$ cat src/rtl/pipeline_ctrl.sv
// -----------------------------------------------------------------------------
// pipeline_ctrl
//
// Purpose
//   Elastic sequencer for the in-order core. Each stage holds at most one
//   entry. An entry moves on when its stage is done and the stage ahead is
//   empty or emptying in the same cycle, so bubbles collapse. A stall never
//   holds back the older stages ahead of it. The block also:
//     - kills younger stages on a flush/redirect,
//     - holds decode on a load-use hazard,
//     - picks the forwarding source for each decode operand,
//     - keeps free-running event counters.
//
// Ports
//   clk          rising-edge clock
//   rst          asynchronous reset, active low (0 = reset)
//   stg_done     per stage: the entry has finished its work this cycle
//   stg_rd       per stage: destination register, 5 bits per stage
//   stg_wen      per stage: the entry writes stg_rd
//   stg_load     per stage: the entry is a load
//   dec_rs1/2    decode source registers
//   flush_valid  redirect request
//   flush_stage  stage issuing the redirect; every stage below it is killed
//   stg_valid    registered valid bit per stage
//   stg_adv      per stage: the stage latches a new entry this cycle
//   commit       an entry leaves the last stage this cycle
//   ld_hold      decode is held by a load-use hazard
//   fwd_sel1/2   one-hot forwarding source per operand (all 0 = register file)
//   cnt_*        wrapping event counters: cycles, commits, decode stalls, flushes
// -----------------------------------------------------------------------------
module pipeline_ctrl #(
   parameter int STAGES    = 5,
   parameter int DEC_STAGE = 1,
   parameter int LOAD_RDY  = 3,
   parameter int CNT_W     = 64,
   localparam int FS_W     = (STAGES > 1) ? $clog2(STAGES) : 1
) (
   input  logic                clk,
   input  logic                rst,
   input  logic [STAGES-1:0]   stg_done,
   input  logic [STAGES*5-1:0] stg_rd,
   input  logic [STAGES-1:0]   stg_wen,
   input  logic [STAGES-1:0]   stg_load,
   input  logic [4:0]          dec_rs1,
   input  logic [4:0]          dec_rs2,
   input  logic                flush_valid,
   input  logic [FS_W-1:0]     flush_stage,
   output logic [STAGES-1:0]   stg_valid,
   output logic [STAGES-1:0]   stg_adv,
   output logic                commit,
   output logic                ld_hold,
   output logic [STAGES-1:0]   fwd_sel1,
   output logic [STAGES-1:0]   fwd_sel2,
   output logic [CNT_W-1:0]    cnt_cycle,
   output logic [CNT_W-1:0]    cnt_commit,
   output logic [CNT_W-1:0]    cnt_stall,
   output logic [CNT_W-1:0]    cnt_flush
);

   localparam logic [FS_W-1:0]  LAST_STAGE = FS_W'(STAGES - 1);
   localparam logic [CNT_W-1:0] CNT_ONE    = CNT_W'(1);

   logic [STAGES-1:0] valid_reg;
   logic [STAGES-1:0] valid_next;
   logic [CNT_W-1:0]  cnt_cycle_reg;
   logic [CNT_W-1:0]  cnt_commit_reg;
   logic [CNT_W-1:0]  cnt_stall_reg;
   logic [CNT_W-1:0]  cnt_flush_reg;

   logic [4:0]        rd_arr [STAGES];
   logic              flush_acc_c;
   logic              ld_hold_c;
   logic [STAGES-1:0] move_c;
   logic              room_c;
   logic [STAGES-1:0] adv_c;
   logic [STAGES-1:0] fwd1_c;
   logic [STAGES-1:0] fwd2_c;
   logic              hit1_c;
   logic              hit2_c;
   logic              fwd_cand_c;
   logic              stall_c;

   // Split the packed destination-register bus into one field per stage.
   generate
      for (genvar gi = 0; gi < STAGES; gi++) begin : g_rd
         assign rd_arr[gi] = stg_rd[5*gi +: 5];
      end
   endgenerate

   // Out-of-range redirect stages are dropped entirely (not even counted).
   assign flush_acc_c = flush_valid & (flush_stage <= LAST_STAGE);

   // Load-use hazard: a load between decode and the first stage that can
   // forward load data, writing one of decode's non-zero sources.
   always_comb begin
      ld_hold_c = 1'b0;
      for (int j = 0; j < STAGES; j++) begin
         if ((j > DEC_STAGE) && (j < LOAD_RDY) && valid_reg[j] && stg_wen[j] &&
             stg_load[j] && (rd_arr[j] != 5'd0) &&
             ((rd_arr[j] == dec_rs1) || (rd_arr[j] == dec_rs2))) begin
            ld_hold_c = 1'b1;
         end
      end
      ld_hold_c = ld_hold_c & valid_reg[DEC_STAGE];
   end

   // Move chain, evaluated oldest stage first: room_c says whether the slot
   // ahead of stage i is free by the end of this cycle (retire is always free).
   always_comb begin
      move_c = '0;
      room_c = 1'b1;
      for (int i = STAGES - 1; i >= 0; i--) begin
         move_c[i] = valid_reg[i] & stg_done[i] & room_c &
                     ~((i == DEC_STAGE) & ld_hold_c);
         room_c    = ~valid_reg[i] | move_c[i];
      end
   end

   // Intake per stage. A flush blocks intake into every stage up to and
   // including the redirecting one. Fetch always restarts on a redirect, so
   // for flush_stage==0 the redirected fetch replaces whatever stage 0 held.
   always_comb begin
      adv_c    = '0;
      adv_c[0] = ~valid_reg[0] | move_c[0];
      for (int i = 1; i < STAGES; i++) begin
         adv_c[i] = move_c[i-1];
      end
      if (flush_acc_c) begin
         for (int i = 1; i < STAGES; i++) begin
            if (i <= int'(flush_stage)) begin
               adv_c[i] = 1'b0;
            end
         end
         adv_c[0] = 1'b1;
      end
   end

   // A stage keeps its entry unless it moves on or is killed by a flush from
   // an older stage; the kill wins over anything moving into it.
   always_comb begin
      valid_next = '0;
      for (int i = 0; i < STAGES; i++) begin
         valid_next[i] = adv_c[i] |
                         (valid_reg[i] & ~move_c[i] &
                          ~(flush_acc_c & (i < int'(flush_stage))));
      end
   end

   // Forwarding: the youngest matching producer past decode. A load that has
   // not yet reached the memory stage cannot supply data and is skipped.
   always_comb begin
      fwd1_c     = '0;
      fwd2_c     = '0;
      hit1_c     = 1'b0;
      hit2_c     = 1'b0;
      fwd_cand_c = 1'b0;
      for (int j = 0; j < STAGES; j++) begin
         fwd_cand_c = (j > DEC_STAGE) && valid_reg[j] && stg_wen[j] &&
                      !(stg_load[j] && (j < LOAD_RDY));
         if (!hit1_c && fwd_cand_c && (dec_rs1 != 5'd0) && (rd_arr[j] == dec_rs1)) begin
            fwd1_c[j] = 1'b1;
            hit1_c    = 1'b1;
         end
         if (!hit2_c && fwd_cand_c && (dec_rs2 != 5'd0) && (rd_arr[j] == dec_rs2)) begin
            fwd2_c[j] = 1'b1;
            hit2_c    = 1'b1;
         end
      end
   end

   // Decode stall: occupied, not moving, and not about to be killed.
   assign stall_c = valid_reg[DEC_STAGE] & ~move_c[DEC_STAGE] &
                    ~(flush_acc_c & (DEC_STAGE < int'(flush_stage)));

   always_ff @(posedge clk or negedge rst) begin
      if (!rst) begin
         valid_reg      <= '0;
         cnt_cycle_reg  <= '0;
         cnt_commit_reg <= '0;
         cnt_stall_reg  <= '0;
         cnt_flush_reg  <= '0;
      end else begin
         valid_reg     <= valid_next;
         cnt_cycle_reg <= cnt_cycle_reg + CNT_ONE;
         if (move_c[STAGES-1]) begin
            cnt_commit_reg <= cnt_commit_reg + CNT_ONE;
         end
         if (stall_c) begin
            cnt_stall_reg <= cnt_stall_reg + CNT_ONE;
         end
         if (flush_acc_c) begin
            cnt_flush_reg <= cnt_flush_reg + CNT_ONE;
         end
      end
   end

   assign stg_valid  = valid_reg;
   assign stg_adv    = adv_c;
   assign commit     = move_c[STAGES-1];
   assign ld_hold    = ld_hold_c;
   assign fwd_sel1   = fwd1_c;
   assign fwd_sel2   = fwd2_c;
   assign cnt_cycle  = cnt_cycle_reg;
   assign cnt_commit = cnt_commit_reg;
   assign cnt_stall  = cnt_stall_reg;
   assign cnt_flush  = cnt_flush_reg;

endmodule

$ cat config.mk
export PLATFORM = sky130hd
export DESIGN_NAME = pipeline_ctrl
export DESIGN_NICKNAME = d
export VERILOG_FILES = /design/src/rtl/pipeline_ctrl.sv
export SDC_FILE = /design/constraint.sdc
export NUM_CORES = 1
export LEC_CHECK = 0
export ABC_AREA = 1
export CAP_MARGIN = 25
export CORE_ASPECT_RATIO = 0.75
export CORE_MARGIN = 5
export CORE_UTILIZATION = 40
export CTS_CLUSTER_DIAMETER = 30
export DETAILED_ROUTE_END_ITERATION = 7
export PLACE_DENSITY_LB_ADDON = 0.08
export SETUP_SLACK_MARGIN = 0.05
export SLEW_MARGIN = 20
export SYNTH_ARGS = -nofsm -noshare
export SYNTH_HDL_FRONTEND = slang
export SYNTH_SLANG_ARGS = --single-unit
$ cat constraint.sdc
create_clock -name clk -period 2.1 [get_ports clk]
set_input_delay 0.315 -clock clk [delete_from_list [all_inputs] [get_ports clk]]
set_output_delay 0.315 -clock clk [all_outputs]
set_load 0.1 [all_outputs]
==> results.py <==
metrics = {
    "sta": {
        "fin_ws_ns": -0.379,
        "min_period_ns": 2.48,
        "slew_violations": 0,
        "period_share": 1.18,
        "finalHoldViolCount": 0,
        "final-setup-viol-count": 45,
        "clock.fmax_ghz": 0.403,
        "rsz0062_at_grt": "true",
        "worst_pin_slew_ns": 0.811,
        "fin_tns_setup_ns": -5.58,
        "fin_worst_skew_ns": 0.0229,
        "slew-limit-headroom": 0.454,
        "hold_slack_ns": 0.232,
    },
    "setup_path": {
        "endpoint_kind": "primary output",
        "worst_ep_arrival_time_ns": 2.16,
        "critPathMaxFanout": 2,
        "critPathLaunchType": "flip-flop",
        "critical_path_class": "flip-flop to primary output",
        "crit_required_ns": 1.78,
    },
    "logic_synthesis": {
        "yosysWarnings": 0,
        "synth_seq_cells": 261,
        "ys.flop_type": "dfrtp_1",
        "yosysSeqAreaShare": 0.388,
        "synth_cell_type_count": 48,
        "synthCells": 2429,
        "synth_edf_count": 0,
        "async_flop_share": 1.00,
        "syn-cell-area_mm2": 0.0168,
        "synth_area_per_cell_um2": 6.93,
    },
    "die": {
        "fp-row-count": 65,
        "fp.dieH_um": 188,
        "die_x_um": 247,
        "die_area_mm2": 0.0463,
        "io_pins": 334,
        "initial_core_util": 0.403,
        "core_mm2": 0.0418,
    },
    "final_layout": {
        "area_growth_pct": 47.2,
        "multi_input_area_mm2": 0.00949,
        "final_common_cell": "nand2_1",
        "fillers": 3951,
        "n_antenna_cell": 0,
        "drive_above_1_share": 0.281,
        "fin_area_mm2": 0.0248,
        "fin_util": 0.593,
        "most-common-layout-cells": "782 x nand2_1, 420 x buf_4, 356 x nor2_1, 276 x inv_1",
        "nets": 3042,
        "ff_latch_area_mm2": 0.00672,
    },
    "routing": {
        "drc": 0,
        "ant_nets": 0,
        "drt_iter0_markers": 1517,
        "totalWireLength_um": 68100,
        "viasPerCell": 5.10,
        "drt-pass1-iter-count": 5,
        "num_vias": 18395,
        "wl_per_cell_um": 18.9,
    },
    "placement": {
        "place.gp.congestion": 0.930,
        "dp_hpwl_um": 52500,
        "dpl_cell_area_mm2": 0.0215,
        "io_buffers": 313,
    },
    "job": {
        "maxCapViolations": 0,
    },
    "power_and_ir_drop": {
        "seqPwrFrac": 0.276,
        "power_frac_clock": 0.517,
        "pwr_density_cell_mw_per_mm2": 814,
        "finalPower_w": 0.0202,
        "switching_share": 0.318,
        "combPwrFrac": 0.206,
        "p_leak_nw": 11.7,
        "ir_worst_vdd_mv": 0.997,
        "intPower_w": 0.0138,
        "switching_power_w": 0.00642,
    },
    "clocking": {
        "cts_tree": "yes",
        "worstSkewPairLatency_ns": 0.59,
        "clock-sinks": 261,
        "cts_root_buffer": "clkbuf_16",
        "numCtsBuffers": 67,
        "clk_path_buf_depth": 3,
        "path_clk_slew_ns": 0.05,
        "htreeDepth": 3,
    },
    "global_routing": {
        "grt.total_usage": 0.285,
        "grt_overflow": 0,
        "grt_start_max_net_pins": 65,
        "antenna_found_initial": 3,
        "grt_pass1_vias": 17927,
        "grt_pass1_wl_um": 104000,
    },
    "run_status": {
        "status": "complete, but fails checks",
        "violations": "negative setup slack",
    },
    "worst_hold_path": {
        "hold_class": "primary input to async pin",
    },
}
==> per-layer routing <==
metal  global-route usage  vias to the layer above  routed length, um  part of all wire
met4               0.0588                        6               1240             0.018
met3               0.0765                      101               5910             0.087
met2                0.414                      690              28700              0.42
met1                0.429                     8828              32100              0.47
li1                     -                     8770                  -                 -
met5                    0                        -                 35           0.00051
==> synthesized netlist by cell type (3+ instances only) <==
cell / number / share of area
nor2_4: 7 / 0.0047
nand3_2: 7 / 0.0042
inv_2: 7 / 0.0016
dfrtp_1: 261 / 0.39
inv_1: 281 / 0.063
nor3_2: 5 / 0.0030
nor3_1: 89 / 0.026
xor2_1: 116 / 0.060
nor3b_1: 3 / 0.0013
nor4_1: 5 / 0.0019
buf_4: 6 / 0.0027
buf_2: 11 / 0.0033
o21ai_1: 3 / 0.00089
nand4_1: 85 / 0.032
a21oi_1: 4 / 0.0012
nand2_4: 3 / 0.0020
xnor2_1: 84 / 0.044
nand3b_1: 17 / 0.0076
nor2_1: 371 / 0.083
ha_1: 4 / 0.0030
nand2_1: 796 / 0.18
clkbuf_1: 7 / 0.0016
buf_6: 6 / 0.0040
o21ai_0: 38 / 0.011
nand3_1: 160 / 0.048
nand2_2: 7 / 0.0026
nor2_2: 17 / 0.0063
==> layout make-up <==
class,count,share of cell area
repair buffers,513,0.180
clock inverters,30,0.0150
clock buffers,94,0.0776
inverters,289,0.0442
multi-input cells,1850,0.383
flip-flops and latches,261,0.271
well taps,569,0.0287
==> worst paths after layout <==
kind                                 from             end  slack [ns]  depth (start not counted)
max in group asynchronous             rst   cnt_stall[61]        1.10                          3
max                          stg_valid[4]      stg_adv[1]       -0.38                         10
min in group clk           cnt_commit[63]  cnt_commit[63]        0.46                          1
min reg2reg                cnt_commit[63]  cnt_commit[63]        0.46                          1
min                                   rst  cnt_commit[63]        0.23                          2
max reg2reg                  stg_valid[4]    stg_valid[4]       -0.19                         17
==> repair_timing <==
action | CTS | global route
hold endpoints to repair | 36 | 0
hold buffers | 1 | 0
buffers inserted | 28 | 20
pin swaps | 11 | 55
cloned | 0 | 7
gates resized for setup | 29 | 104
endpoints found under the setup margin | 13 | 65
==> power by group through the flow <==
stage / Combinational (W) / Clock [W] / Sequential (W)
3_3_place_gp: 0.00330 / 0 / 0.00566
3_5_place_dp: 0.00332 / 0 / 0.00567
5_1_grt: 0.00436 / 0.0108 / 0.00559
6_report: 0.00416 / 0.0104 / 0.00557
2_1_floorplan: 0.00106 / 0 / 0.00672
4_1_cts: 0.00352 / 0.0106 / 0.00558
==> stage by stage <==
stage | setup WS [ns] | cells
after floorplan | -0.294 | 2432
after global placement | -0.359 | 3430
after detailed placement | -0.410 | 3430
after CTS | -0.391 | 3581
after global routing | -0.468 | 3606
final | -0.379 | 3606
==> kinds of logic (layout without fill, tap and decap cells) <==
family	after synthesis	in the layout	synth area share
DFF	261	261	0.388
buffers and inverters	321	926	0.0764
other	2	5	0.000446
adders and majority gates	4	4	0.00297
AOI/OAI and AO/OA	59	59	0.0205
xor gates and xnor gates	200	200	0.104
and+or+nand+nor	1582	1582	0.407
==> worst max-delay path: stages (launching register included) <==
cell and delay [ns]:
dfrtp_4 0.50, nand2_4 0.10, nand2_4 0.06, nand2_4 0.06, nand3_4 0.07, a21oi_4 0.19
nand2_4 0.09, nand2_4 0.08, nand3b_1 0.13, clkinvlp_4 0.12, buf_12 0.17
(Power assumes the default switching activity.)
==> patch: new RTL, same flow settings <==
The parameter `STAGES` goes from 5 to 6.
--- a/src/rtl/pipeline_ctrl.sv
+++ b/src/rtl/pipeline_ctrl.sv
@@ -29,7 +29,7 @@
 //   cnt_*        wrapping event counters: cycles, commits, decode stalls, flushes
 // -----------------------------------------------------------------------------
 module pipeline_ctrl #(
-   parameter int STAGES    = 5,
+   parameter int STAGES    = 6,
    parameter int DEC_STAGE = 1,
    parameter int LOAD_RDY  = 3,
    parameter int CNT_W     = 64,
Interface: changed (8 resized); port bits go from 334 to 346. The function was not compared with the original's and may differ.
==> patch against the unedited design <==
Synthesized area increased by 0.12%; clock power rose by 7%; routed wire length shrank 0.48%; critical endpoint unchanged; die area rose by 0.11%; synthesized cell count shrank 1.6%; the run still ends with negative setup slack left; sequential cell count up 1; cell area grew 0.22%; combinational power down 16%; via count shrank 1.3%; setup slack improved by 0.090 ns; total power is 0.43% higher; largest power group unchanged.
==> patch: results (changes against the unedited design) <==
Run status
  – Status: complete, but fails checks
  – Failing checks: negative setup slack

Logic synthesis
  – Seq/Total Area, Yosys: 38.9% (+0.10 points)
  – Netlist cell types: 39 (-19%)
  – Synth cell count leaders: nand2_1 (778), nor2_1 (374), dfrtp_1 (262)
  – Synth area leaders: dfrtp_1 (39%), nand2_1 (17%), nor2_1 (8.3%), xor2_1 (6.6%), nand4_1 (5.8%)
  – Area share of fa/ha/maj cells after synthesis: 0.297% (-0.00035 points)

Placed design
  – Place WS: -0.351 ns (+0.0594 ns)
  – Post-DP HPWL: 53600 um (+2.0%)
  – Routability cong.: 0.950 (+2.2%)
  – Placed cell area: 21800 um2 (+1.4%)

Routing
  – WL met1: 31500 um (-2.0%)
  – WL met3: 6000 um (+1.5%)
  – Initial DRC count: 1490 (-1.8%)
  – WL met2: 28600 um (-0.54%)

Final layout
  – Nets: 3007 (-1.2%)
  – Non-Filler Instances: 3566 (-1.1%)
  – Filler cell count: 3966 (+0.38%)
  – CLK BUF: 90 (-4.3%)
  – Sequential fraction of total cell area: 27.2% (+0.12 points)
  – Share of cells above drive strength 1: 29.3% (+1.1 points)
  – Area of the multi-input gates: 9550 um2 (+0.57%)
  – Multi-input gates: 1835 (-0.81%)
  – # diodes: 4 (+4)
  – Signal buffers: 514 (+0.19%)

GRT
  – Grt met1 use: 42.3% (-0.57 points)
  – First-pass GRT wire length: 105000 um (+0.70%)
  – Number of global-route vias before repair: 18000 (+0.26%)
  – Met3 global-route usage: 7.31% (-0.34 points)
  – Met2 Resource Use GR: 41.9% (+0.55 points)
  – Global Route Usage Sum: 28.8% (+0.23 points)

Power
  – Clock share of power: 54.9% (+3.2 points)
  – Int Pwr: 0.0140 W (+2.1%)
  – Sequential Power Share: 27.8% (+0.2 points)
  – Leak: 11.6 nW (-0.92%)

Setup path
  – Worst Path Arrival: 2.07 ns (-0.09 ns)
  – Worst reg2reg setup slack: 0.07 ns (+0.26 ns)
  – Reg-to-Reg Start: stg_valid[5]

Timing
  – Clock Skew: 0.0223 ns (-0.000558 ns)
  – Setup TNS: -1.91 ns (+3.67 ns)
  – Final setup margin: -0.289 ns (+0.0902 ns)
  – Final setup viols: 14 (-69%)
  – Hold Slack: 0.263 ns (+0.0311 ns)

Clock tree
  – Clock Latency Late Sink: 0.57 ns (-0.02 ns)
-- patch: cell types whose count changed in the layout (fill, tap and decap cells not counted), moves of 16 or more --
| cell | before | now |
|---|---|---|
| inv_1 | 276 | 243 |
| dfrtp_1 | 132 | 116 |
| nand3_1 | 132 | 92 |
| nand2_1 | 782 | 757 |
| nand4_1 | 85 | 156 |
| nor3_1 | 81 | 57 |
| dfrtp_2 | 118 | 136 |
-- patch: critical path, cell delays in order, from the launching register on --
cell,delay [ns]
dfrtp_4,0.48
nand2_2,0.07
nand2_2,0.06
nand2_2,0.07
nand2_2,0.06
nand2_2,0.08
nand2_2,0.06
nand2_4,0.08
nand3_4,0.08
nand2_4,0.09
nand3_4,0.08
clkinvlp_4,0.13
buf_12,0.18
-- patch: timing repair --
item | 4_1_cts | 5_1_grt
buffers inserted | 17 | 12
gates cloned | 0 | 1
endpoints found under the setup margin | 17 | 46
endpoints found under the hold margin | 45 | 0
pin swaps | 18 | 25
hold buffers | 1 | 0
gates resized for setup | 51 | 69
